<file path="src/rtl/cpu_trace_buffer_if.sv">
`default_nettype none
//------------------------------------------------------------------------------
// Module      : cpu_trace_buffer_if
// Description : Bundle of the CPU sample buses, the pop handshake and the
//               trace-buffer status outputs.
//               master : drives addr/result/capture_en/rd_en, observes status
//               slave  : the trace buffer itself
// Revision    : 1.0 - initial release
//------------------------------------------------------------------------------
interface cpu_trace_buffer_if #(
    parameter int DEPTH_LOG2 = 4
);
    logic [31:0]         addr;         // CPU instruction address
    logic [31:0]         result;       // CPU result bus
    logic                capture_en;   // sampling enable
    logic                rd_en;        // pop request for the head entry
    logic [31:0]         rd_addr;      // head entry addr, 0 when empty
    logic [31:0]         rd_result;    // head entry result, 0 when empty
    logic                empty;        // no entries held
    logic                full;         // 2**DEPTH_LOG2 entries held
    logic [DEPTH_LOG2:0] count;        // occupancy
    logic                overflow;     // sticky, a capture was dropped
    logic                halted;       // PC stall detected
    logic [31:0]         instr_count;  // captures attempted, wraps

    modport master (
        output addr, result, capture_en, rd_en,
        input  rd_addr, rd_result, empty, full, count, overflow, halted,
               instr_count
    );

    modport slave (
        input  addr, result, capture_en, rd_en,
        output rd_addr, rd_result, empty, full, count, overflow, halted,
               instr_count
    );
endinterface
`default_nettype wire

</file>
<file path="src/rtl/cpu_trace_buffer.sv">
`default_nettype none
//------------------------------------------------------------------------------
// Module      : cpu_trace_buffer
// Description : Captures one (addr, result) pair per retired instruction of
//               the single-cycle CPU into a show-ahead FIFO, flags a PC stall
//               as "halted" and counts retired instructions.
//               clk : sole clock, rising edge
//               rst : asynchronous active-high reset
//               bus : cpu_trace_buffer_if.slave (sample buses, pop, status)
// Revision    : 1.0 - initial release
//------------------------------------------------------------------------------
module cpu_trace_buffer #(
    parameter int DEPTH_LOG2  = 4,
    parameter int HALT_CYCLES = 8
) (
    input  wire logic            clk,
    input  wire logic            rst,
    cpu_trace_buffer_if.slave    bus
);

    localparam int                  c_depth       = 1 << DEPTH_LOG2;
    localparam logic [DEPTH_LOG2:0] c_full_count  = c_depth[DEPTH_LOG2:0];
    localparam logic [7:0]          c_halt_cycles = HALT_CYCLES[7:0];
    localparam logic [7:0]          c_stall_max   = 8'hFF;

    // Each entry packs {addr, result}
    logic [63:0]           r_mem [0:c_depth-1];
    logic [DEPTH_LOG2-1:0] r_wptr;
    logic [DEPTH_LOG2-1:0] r_rptr;
    logic [DEPTH_LOG2:0]   r_count;
    logic                  r_first;
    logic [31:0]           r_last_addr;
    logic [7:0]            r_stall_cnt;
    logic                  r_overflow;
    logic                  r_halted;
    logic [31:0]           r_instr_count;

    logic                  w_capture;
    logic                  w_pop;
    logic                  w_push;
    logic                  w_drop;
    logic                  w_empty;
    logic                  w_full;
    logic [7:0]            w_stall_next;
    logic [63:0]           w_head;

    assign w_empty   = (r_count == '0);
    assign w_full    = (r_count == c_full_count);
    // The very first sample after reset captures regardless of last_addr
    assign w_capture = bus.capture_en && (r_first || (bus.addr != r_last_addr));
    assign w_pop     = bus.rd_en && !w_empty;
    // A pop on the same edge frees the slot, so a full FIFO can still accept
    assign w_push    = w_capture && (!w_full || w_pop);
    assign w_drop    = w_capture && w_full && !w_pop;

    // Halt counter: anything that is enabled, past the first sample and not a
    // capture must be a repeat of last_addr
    always_comb begin
        w_stall_next = r_stall_cnt;
        if (w_capture) begin
            w_stall_next = 8'd0;
        end else if (bus.capture_en && !r_first && (r_stall_cnt != c_stall_max)) begin
            w_stall_next = r_stall_cnt + 8'd1;
        end
    end

    // Storage needs no reset: entries are only visible through count
    always_ff @(posedge clk) begin
        if (w_push) begin
            r_mem[r_wptr] <= {bus.addr, bus.result};
        end
    end

    always_ff @(posedge clk or posedge rst) begin
        if (rst) begin
            r_wptr        <= '0;
            r_rptr        <= '0;
            r_count       <= '0;
            r_first       <= 1'b1;
            r_last_addr   <= '0;
            r_stall_cnt   <= 8'd0;
            r_overflow    <= 1'b0;
            r_halted      <= 1'b0;
            r_instr_count <= '0;
        end else begin
            if (w_push) begin
                r_wptr <= r_wptr + 1'b1;
            end
            if (w_pop) begin
                r_rptr <= r_rptr + 1'b1;
            end
            case ({w_push, w_pop})
                2'b10:   r_count <= r_count + 1'b1;
                2'b01:   r_count <= r_count - 1'b1;
                default: r_count <= r_count;
            endcase
            if (w_capture) begin
                r_first       <= 1'b0;
                r_last_addr   <= bus.addr;
                r_instr_count <= r_instr_count + 32'd1;
            end
            if (w_drop) begin
                r_overflow <= 1'b1;
            end
            r_stall_cnt <= w_stall_next;
            // Registered from the next stall value so halted rises on the
            // same edge the threshold is reached and drops on the capture edge
            r_halted    <= (w_stall_next >= c_halt_cycles);
        end
    end

    assign w_head          = r_mem[r_rptr];
    assign bus.rd_addr     = w_empty ? 32'd0 : w_head[63:32];
    assign bus.rd_result   = w_empty ? 32'd0 : w_head[31:0];
    assign bus.empty       = w_empty;
    assign bus.full        = w_full;
    assign bus.count       = r_count;
    assign bus.overflow    = r_overflow;
    assign bus.halted      = r_halted;
    assign bus.instr_count = r_instr_count;

endmodule
`default_nettype wire

</file>
<file path="src/flat_wrapper.sv">
// flat-port wrapper written by rule: the top's interface ports become plain ports
module cpu_trace_buffer_flat 
#(
    parameter int DEPTH_LOG2  = 4,
    parameter int HALT_CYCLES = 8
)
  (clk, rst, bus_addr, bus_result, bus_capture_en, bus_rd_en, bus_rd_addr, bus_rd_result, bus_empty, bus_full, bus_count, bus_overflow, bus_halted, bus_instr_count);
  cpu_trace_buffer_if #(.DEPTH_LOG2(DEPTH_LOG2)) bus_i ();
  input  wire logic clk;
  input  wire logic rst;
  input wire logic [$bits(bus_i.addr)-1:0] bus_addr;
  input wire logic [$bits(bus_i.result)-1:0] bus_result;
  input wire logic [$bits(bus_i.capture_en)-1:0] bus_capture_en;
  input wire logic [$bits(bus_i.rd_en)-1:0] bus_rd_en;
  output wire logic [$bits(bus_i.rd_addr)-1:0] bus_rd_addr;
  output wire logic [$bits(bus_i.rd_result)-1:0] bus_rd_result;
  output wire logic [$bits(bus_i.empty)-1:0] bus_empty;
  output wire logic [$bits(bus_i.full)-1:0] bus_full;
  output wire logic [$bits(bus_i.count)-1:0] bus_count;
  output wire logic [$bits(bus_i.overflow)-1:0] bus_overflow;
  output wire logic [$bits(bus_i.halted)-1:0] bus_halted;
  output wire logic [$bits(bus_i.instr_count)-1:0] bus_instr_count;
  assign bus_i.addr = bus_addr;
  assign bus_i.result = bus_result;
  assign bus_i.capture_en = bus_capture_en;
  assign bus_i.rd_en = bus_rd_en;
  assign bus_rd_addr = bus_i.rd_addr;
  assign bus_rd_result = bus_i.rd_result;
  assign bus_empty = bus_i.empty;
  assign bus_full = bus_i.full;
  assign bus_count = bus_i.count;
  assign bus_overflow = bus_i.overflow;
  assign bus_halted = bus_i.halted;
  assign bus_instr_count = bus_i.instr_count;
  cpu_trace_buffer #(.DEPTH_LOG2(DEPTH_LOG2), .HALT_CYCLES(HALT_CYCLES)) u_core (.clk(clk), .rst(rst), .bus(bus_i));
endmodule
</file>
<file path="config.mk">
export PLATFORM = sky130hd
export DESIGN_NAME = cpu_trace_buffer_flat
export DESIGN_NICKNAME = d
export VERILOG_FILES = /design/src/rtl/cpu_trace_buffer_if.sv /design/src/rtl/cpu_trace_buffer.sv /design/src/flat_wrapper.sv
export SDC_FILE = /design/constraint.sdc
export NUM_CORES = 1
export LEC_CHECK = 0
export CORE_ASPECT_RATIO = 0.5
export CORE_MARGIN = 5
export CORE_UTILIZATION = 45
export DETAILED_ROUTE_END_ITERATION = 10
export GPL_TIMING_DRIVEN = 0
export HOLD_SLACK_MARGIN = 0.08
export PLACE_DENSITY = 0.61
export SLEW_MARGIN = 20
export SYNTH_ARGS = -nofsm -noshare
export SYNTH_HDL_FRONTEND = slang
export SYNTH_SLANG_ARGS = --single-unit
export TNS_END_PERCENT = 30
</file>
<file path="constraint.sdc">
create_clock -name clk -period 11.7 [get_ports clk]
set_clock_uncertainty 0.2 [all_clocks]
set_input_delay 2.34 -clock clk [delete_from_list [all_inputs] [get_ports clk]]
set_output_delay 2.34 -clock clk [all_outputs]
set_load 0.005 [all_outputs]
</file>
* Word-level counts from Yosys, hierarchy flattened
Memories as Yosys holds them, arrays and structs flattened. Cells that the tools add are included.
Word-level totals: flip-flop bits (word level) 88, latch bits 0, memory bits (writable) 1024, memory bits (read-only) 0, input bits 68, output and inout bits 105, logic and storage cells 44, memories 1
Memories:
- u_core.r_mem | depth 16, width 64, rd ports 1, clocked after memory_dff 0, write ports 1, line cpu_trace_buffer.sv:27 | logic [63:0] r_mem [0:c_depth-1];
Cells by class: add/sub/neg operators 6, multiply operators 0, divide/modulo/power cells 0, $lt $le $gt $ge 1, equality and inequality tests 5, shifts and indexed selects 0, muxes and demuxes 7, bitwise operators 0, reductions and logical operators 15
Operators by type and width (number):
- $mux W32 | 2
- $add A32 B1 Y32 const B | 1
- $ne A32 B32 Y1 | 1
- $mux W8 | 2
- $pmux W5 S2 | 1
- $add A4 B1 Y4 const B | 2
- $add A8 B1 Y8 const B | 1
- $ge A8 B4 Y1 const B | 1
- $ne A8 B8 Y1 const B | 1
- $logic_and A1 B1 Y1 | 7
- $add A5 B1 Y5 const B | 1
- $eq A5 B5 Y1 const B | 1
- $logic_not A5 Y1 | 1
- $sub A5 B1 Y5 const B | 1
- $logic_not A1 Y1 | 4
- $eq A2 B1 Y1 const B | 1
- $eq A2 B2 Y1 const B | 1
- $logic_or A1 B1 Y1 | 2
- $mux W1 | 2
- $reduce_bool A2 Y1 | 1

* Longest topological paths before layout
depth after elaboration 7, mapped depth 15, gate-level depth less buffers 13

* Worst setup path after synthesis
No wires, ideal clock.
path type input to register, start in bus_capture_en, end mem u_core.r_mem[12][0] (enable), library setup time 0.667 ns, data arrival time 9.651 ns, required time 10.833 ns, setup slack 1.182 ns, cell stages on the path 4, path buffers 2, path through clkbuf_1 -> o31ai_1 -> clkbuf_1 -> nor4b_1
On the way: cells in the longest elaborated chain, start to end 4
Ends and longest elaborated chain:
- from (decl) | line flat_wrapper.sv:13 | input wire logic [$bits(bus_i.capture_en)-1:0] bus_capture_en;
- $logic_and A1 B1 Y1 | line cpu_trace_buffer.sv:50 | assign w_capture = bus.capture_en && (r_first || (bus.addr != r_last_addr));
- $logic_and A1 B1 Y1 | line cpu_trace_buffer.sv:53 | assign w_push = w_capture && (!w_full || w_pop);
- $mux W1 | line cpu_trace_buffer.sv:69 | if (w_push) begin
- $mux W1 (not written as such) | line cpu_trace_buffer.sv:70 | r_mem[r_wptr] <= {bus.addr, bus.result};
- to (decl) | line cpu_trace_buffer.sv:27
No other way between the ends.

* Final worst setup path
start reg u_core.r_rptr[1], end out bus_rd_addr[16]
On the way: cells in the longest elaborated chain, start to end 2
Ends and longest elaborated chain:
- from (decl) | line cpu_trace_buffer.sv:29 | logic [DEPTH_LOG2-1:0] r_rptr;
- from (signal assigned) | line cpu_trace_buffer.sv:90 | r_rptr <= r_rptr + 1'b1;
- $mem_v2 Z16 W64
- $mux W32 | line cpu_trace_buffer.sv:113 | assign bus.rd_addr = w_empty ? 32'd0 : w_head[63:32];
- to (decl) | line flat_wrapper.sv:15 | output wire logic [$bits(bus_i.rd_addr)-1:0] bus_rd_addr;
No other way between the ends.

==> impl_summary.txt <==
----------------------------------------------------
[Global routing]
  Global-route usage over all layers ... 0.204
  Number of antenna violations at the first check in global routing ... 4
  Largest net degree at the start of global routing ... 46
  Vias in the first global route ... between 20k and 25k
  Wire length of the first global-routing pass ... about 150 mm
  GR Overflow Total ... 0

[Yosys]
  Syn Nets ... 2032
  Seq/Total Area, Yosys ... 0.762
  Most common flop cell mapped by yosys ... sky130_fd_sc_hd__edfxtp_1
  Top cells by instance count after synthesis ... sky130_fd_sc_hd__edfxtp_1, sky130_fd_sc_hd__mux4_2, sky130_fd_sc_hd__nand2_1
  Count of cell types in the netlist ... 45
  Share of async-settable or async-resettable flops after synthesis ... 0.0791
  Post-synth top area share ... 0.711
  Cell accounting for the most synthesized area ... sky130_fd_sc_hd__edfxtp_1
  Synthesized area divided by synthesized cell count ... 22.1 sq um
  Number of synthesized flops with an enable pin ... ~1.0k
  Count leader, synth ... sky130_fd_sc_hd__edfxtp_1
  Area contributors post-synth ... sky130_fd_sc_hd__edfxtp_1, sky130_fd_sc_hd__mux4_2, sky130_fd_sc_hd__dfrtp_1
  Netlist Area Pre-Place ... around 43000 sq um
  #FFs+latches synth ... between 1k and 1.5k
  Count of warnings emitted by yosys ... 0
  Gate Count Post-Synth ... approximately 2.0k

[Place]
  Post-Place Cells ... approximately 3.5k
  Post-placement worst setup slack ... roughly 4.1 ns
  Final weighted congestion in routability-driven placement ... around 0.74
  I/O Buffers ... 171
  Detailed placer's ending HPWL ... 65.2 mm
  Area after detailed placement ... 47600 sq um

[Route]
  Vias ... 21.1k
  Antenna-violating nets left ... 0
  DRT iter0 DRCs ... 2461
  Post-detailed-route wirelength per cell ... roughly 28 microns
  Number of detailed-routing iterations run before antenna repair ... 5
  Metal3 WL ... about 6.7 mm
  Top layer reached by signal wires ... met5
  Residual DRC ... 0
  Avg Vias per Cell ... between 5 and 6
  Routed wire length ... slightly above 100 mm
  Wire length on met1 ... roughly 45 mm
  Total length of routed met2 wires ... approximately 50 mm

[Worst setup path]
  Critical path origin ... u_core.r_rptr[1]$_DFFE_PP0P_
  RR Endpoint ... u_core.r_mem[5][22]$_DFFE_PP_
  Crit Path Category ... reg2out
  Worst reg2reg path startpoint ... u_core.r_last_addr[31]$_DFFE_PP0N_
  Largest fanout on the critical path ... 10
  Sort of element at the start of the critical path ... flop
  Standard cell with the maximum stage delay on the critical path ... sky130_fd_sc_hd__clkbuf_1
  Endpoint of the worst setup timing path ... bus_rd_addr[16]
  Largest incremental delay on the critical path ... 0.80 ns
  Crit path capture type ... primary output
  Cell repeated most along the worst path ... sky130_fd_sc_hd__clkbuf_1
  Cell Chain, Critical Path ... clkbuf_1 -> clkbuf_1 -> clkbuf_1 -> mux4_2 -> mux4_2 -> nor2b_1 -> clkdlybuf4s50_1
  Crit path arrival time ... around 4.7 ns
  Worst reg-to-reg path cell count ... 13
  FF-to-FF setup slack ... between 7 and 8 ns
  CP required ... about 9.2 ns

[Worst hold path]
  Hold/Removal Path Class ... reg2reg

[Floorplanning]
  Row Count ... 80
  Number of top-level design ports ... 173
  Die extent in y ... 229 microns
  Core box area ... approximately 95000 sq um
  DIE AREA ... just over 100000 sq um
  Die W ... between 400 and 500 microns
  Effective utilization at floorplan ... 0.454

[STA]
  Final period utilization ... 0.614
  Crit path setup slack, layout ... 4.51 ns
  Total count of hold-check failures in the final report ... 0
  Final Max Slew Viols ... 0
  Setup repair after global routing missed its margin ... no
  Slew at the pin with the worst max-slew slack ... ~0.99 ns
  Final critical-path required period ... slightly above 7 ns
  Max frequency ... about 140 MHz
  Max transition margin ... 0.340
  Setup-failing EPs final ... 0

[Final layout]
  Layout cells sized above 1 ... 0.268
  Register area ... between 30000 and 40000 sq um
  Area growth from synthesis to layout ... 17.6%
  Footprint of the multi-input gates ... ~9900 sq um
  Fin util ... 0.534
  Count of nets after finishing ... between 2k and 2.5k
  Filler cell count in the final layout ... 7352
  Final instance area ... between 50000 and 60000 sq um
  Final Instance Count excl. Fillers ... 3697

[Clocking]
  Post-CTS resize count ... 0
  Number of CTS-inserted buffers ... 99
  Quantity of hold-fixing buffers added after cts ... 0
  Setup repair bufs after CTS ... 0
  Root Buffer Master ... sky130_fd_sc_hd__clkbuf_16
  CTS tree ... done
  Clock H-tree levels ... 3
  Clock transition at the registers of the reported paths ... ~0.060 ns
  Clock buffer depth ... 3
  Clock insertion delay at the later pin of the skew report ... ~0.69 ns
  Clock sinks ... 1112

[Power and ir drop]
  Worst vdd ir ... approximately 0.12 mV
  Power density normalized to cell area ... ~240 nW/um^2
  PnR Total Power ... between 10 and 15 mW
  Static Leak ... approximately 17 nW

[Outcome]
  Run status ... completed

[Run]
  Number of max-capacitance violations reported ... 0

----------------------------------------------------
## routing by layer
metal,vias to the layer above,track usage
met5,-,0
met2,687,0.328
li1,8863,-
met1,11460,0.298
met4,4,0.0348
met3,108,0.0427
## kinds of logic after synthesis
family	after synthesis	share of synthesized area
compound gates	18	0.00295
xor+xnor	80	0.0162
fa+ha+maj	11	0.00336
buf+inv	112	0.0107
flops	1112	0.762
mux	333	0.170
simple gates	287	0.0344
## registers in the layout (all words and copies together), names as in the netlist
register,cells
u_core.r_mem,1024
u_core.r_stall_cnt,8
u_core.r_wptr,4
u_core.bus.count,5
u_core.r_rptr,4
u_core.r_first,1
u_core.bus.halted,1
u_core.bus.instr_count,32
u_core.bus.overflow,1
u_core.r_last_addr,32
## worst max-delay path: cells and delay by family, from the launching register on
family,cells,cell delay (ns)
muxes,2,0.87
buffers and inverters,4,2.51
and+or+nand+nor,1,0.20
DFF,1,0.35
## worst min-delay path by stage
stage / start / end / slack (ns) / depth (start not counted)
floorplan: u_core.bus.overflow$_DFFE_PP0P_ / u_core.bus.overflow$_DFFE_PP0P_ / 0.25 / 1
global placement: u_core.bus.overflow$_DFFE_PP0P_ / u_core.bus.overflow$_DFFE_PP0P_ / 0.27 / 1
detailed placement: u_core.bus.overflow$_DFFE_PP0P_ / u_core.bus.overflow$_DFFE_PP0P_ / 0.27 / 1
CTS: u_core.bus.overflow$_DFFE_PP0P_ / u_core.bus.overflow$_DFFE_PP0P_ / 0.29 / 1
global route: u_core.bus.instr_count[22]$_DFFE_PP0N_ / u_core.bus.instr_count[22]$_DFFE_PP0N_ / 0.31 / 1
finish: u_core.bus.overflow$_DFFE_PP0P_ / u_core.bus.overflow$_DFFE_PP0P_ / 0.27 / 1
## power by group
| part | internal [mW] | switching (mW) | leakage [nW] |
|---|---|---|---|
| Sequential | 4.76 | 0.116 | 10.3 |
| Clock | 1.82 | 1.44 | 1.57 |
| Combinational | 1.96 | 1.85 | 4.83 |
## cells in the final DEF (no fill, tap or decap), types with 4 or more instances in the layout
cell type and instances:
sky130_fd_sc_hd__a31oi_1 4, sky130_fd_sc_hd__and2_4 8, sky130_fd_sc_hd__buf_16 15, sky130_fd_sc_hd__buf_2 113, sky130_fd_sc_hd__buf_4 19, sky130_fd_sc_hd__bufinv_16 9, sky130_fd_sc_hd__clkbuf_1 72, sky130_fd_sc_hd__clkbuf_16 103
sky130_fd_sc_hd__clkbuf_2 9, sky130_fd_sc_hd__clkdlybuf4s50_1 171, sky130_fd_sc_hd__clkinv_1 26, sky130_fd_sc_hd__clkinv_2 15, sky130_fd_sc_hd__clkinvlp_4 5, sky130_fd_sc_hd__dfrtp_1 87, sky130_fd_sc_hd__edfxtp_1 1024, sky130_fd_sc_hd__ha_1 10
sky130_fd_sc_hd__inv_1 11, sky130_fd_sc_hd__mux2_2 10, sky130_fd_sc_hd__mux4_2 320, sky130_fd_sc_hd__nand2_1 102, sky130_fd_sc_hd__nand3_1 16, sky130_fd_sc_hd__nand4_1 13, sky130_fd_sc_hd__nor2_1 20, sky130_fd_sc_hd__nor2b_1 66
sky130_fd_sc_hd__nor3_1 15, sky130_fd_sc_hd__nor4_1 19, sky130_fd_sc_hd__xnor2_1 20, sky130_fd_sc_hd__xor2_1 60
## area by class of cell
type                            count  area share
Timing Repair Buffer              288      0.0536
Clock inverter                     61      0.0109
Inverter                           12    0.000984
Clock buffer                      122      0.0525
Multi-Input combinational cell    729       0.194
Antenna cell                        2   0.0000984
Sequential cell                  1112       0.648
Buffer                            100     0.00841
Tap cell                         1271      0.0313
## per-stage QoR
step / setup TNS [ns] / hold WS (ns)
6_report: 0 / 0.274
5_1_grt: 0 / 0.309
4_1_cts: 0 / 0.287
3_5_place_dp: 0 / 0.273
3_3_place_gp: -3528.99 / 0.265
2_1_floorplan: 0 / 0.251
Power figures use the tool's default switching activity.
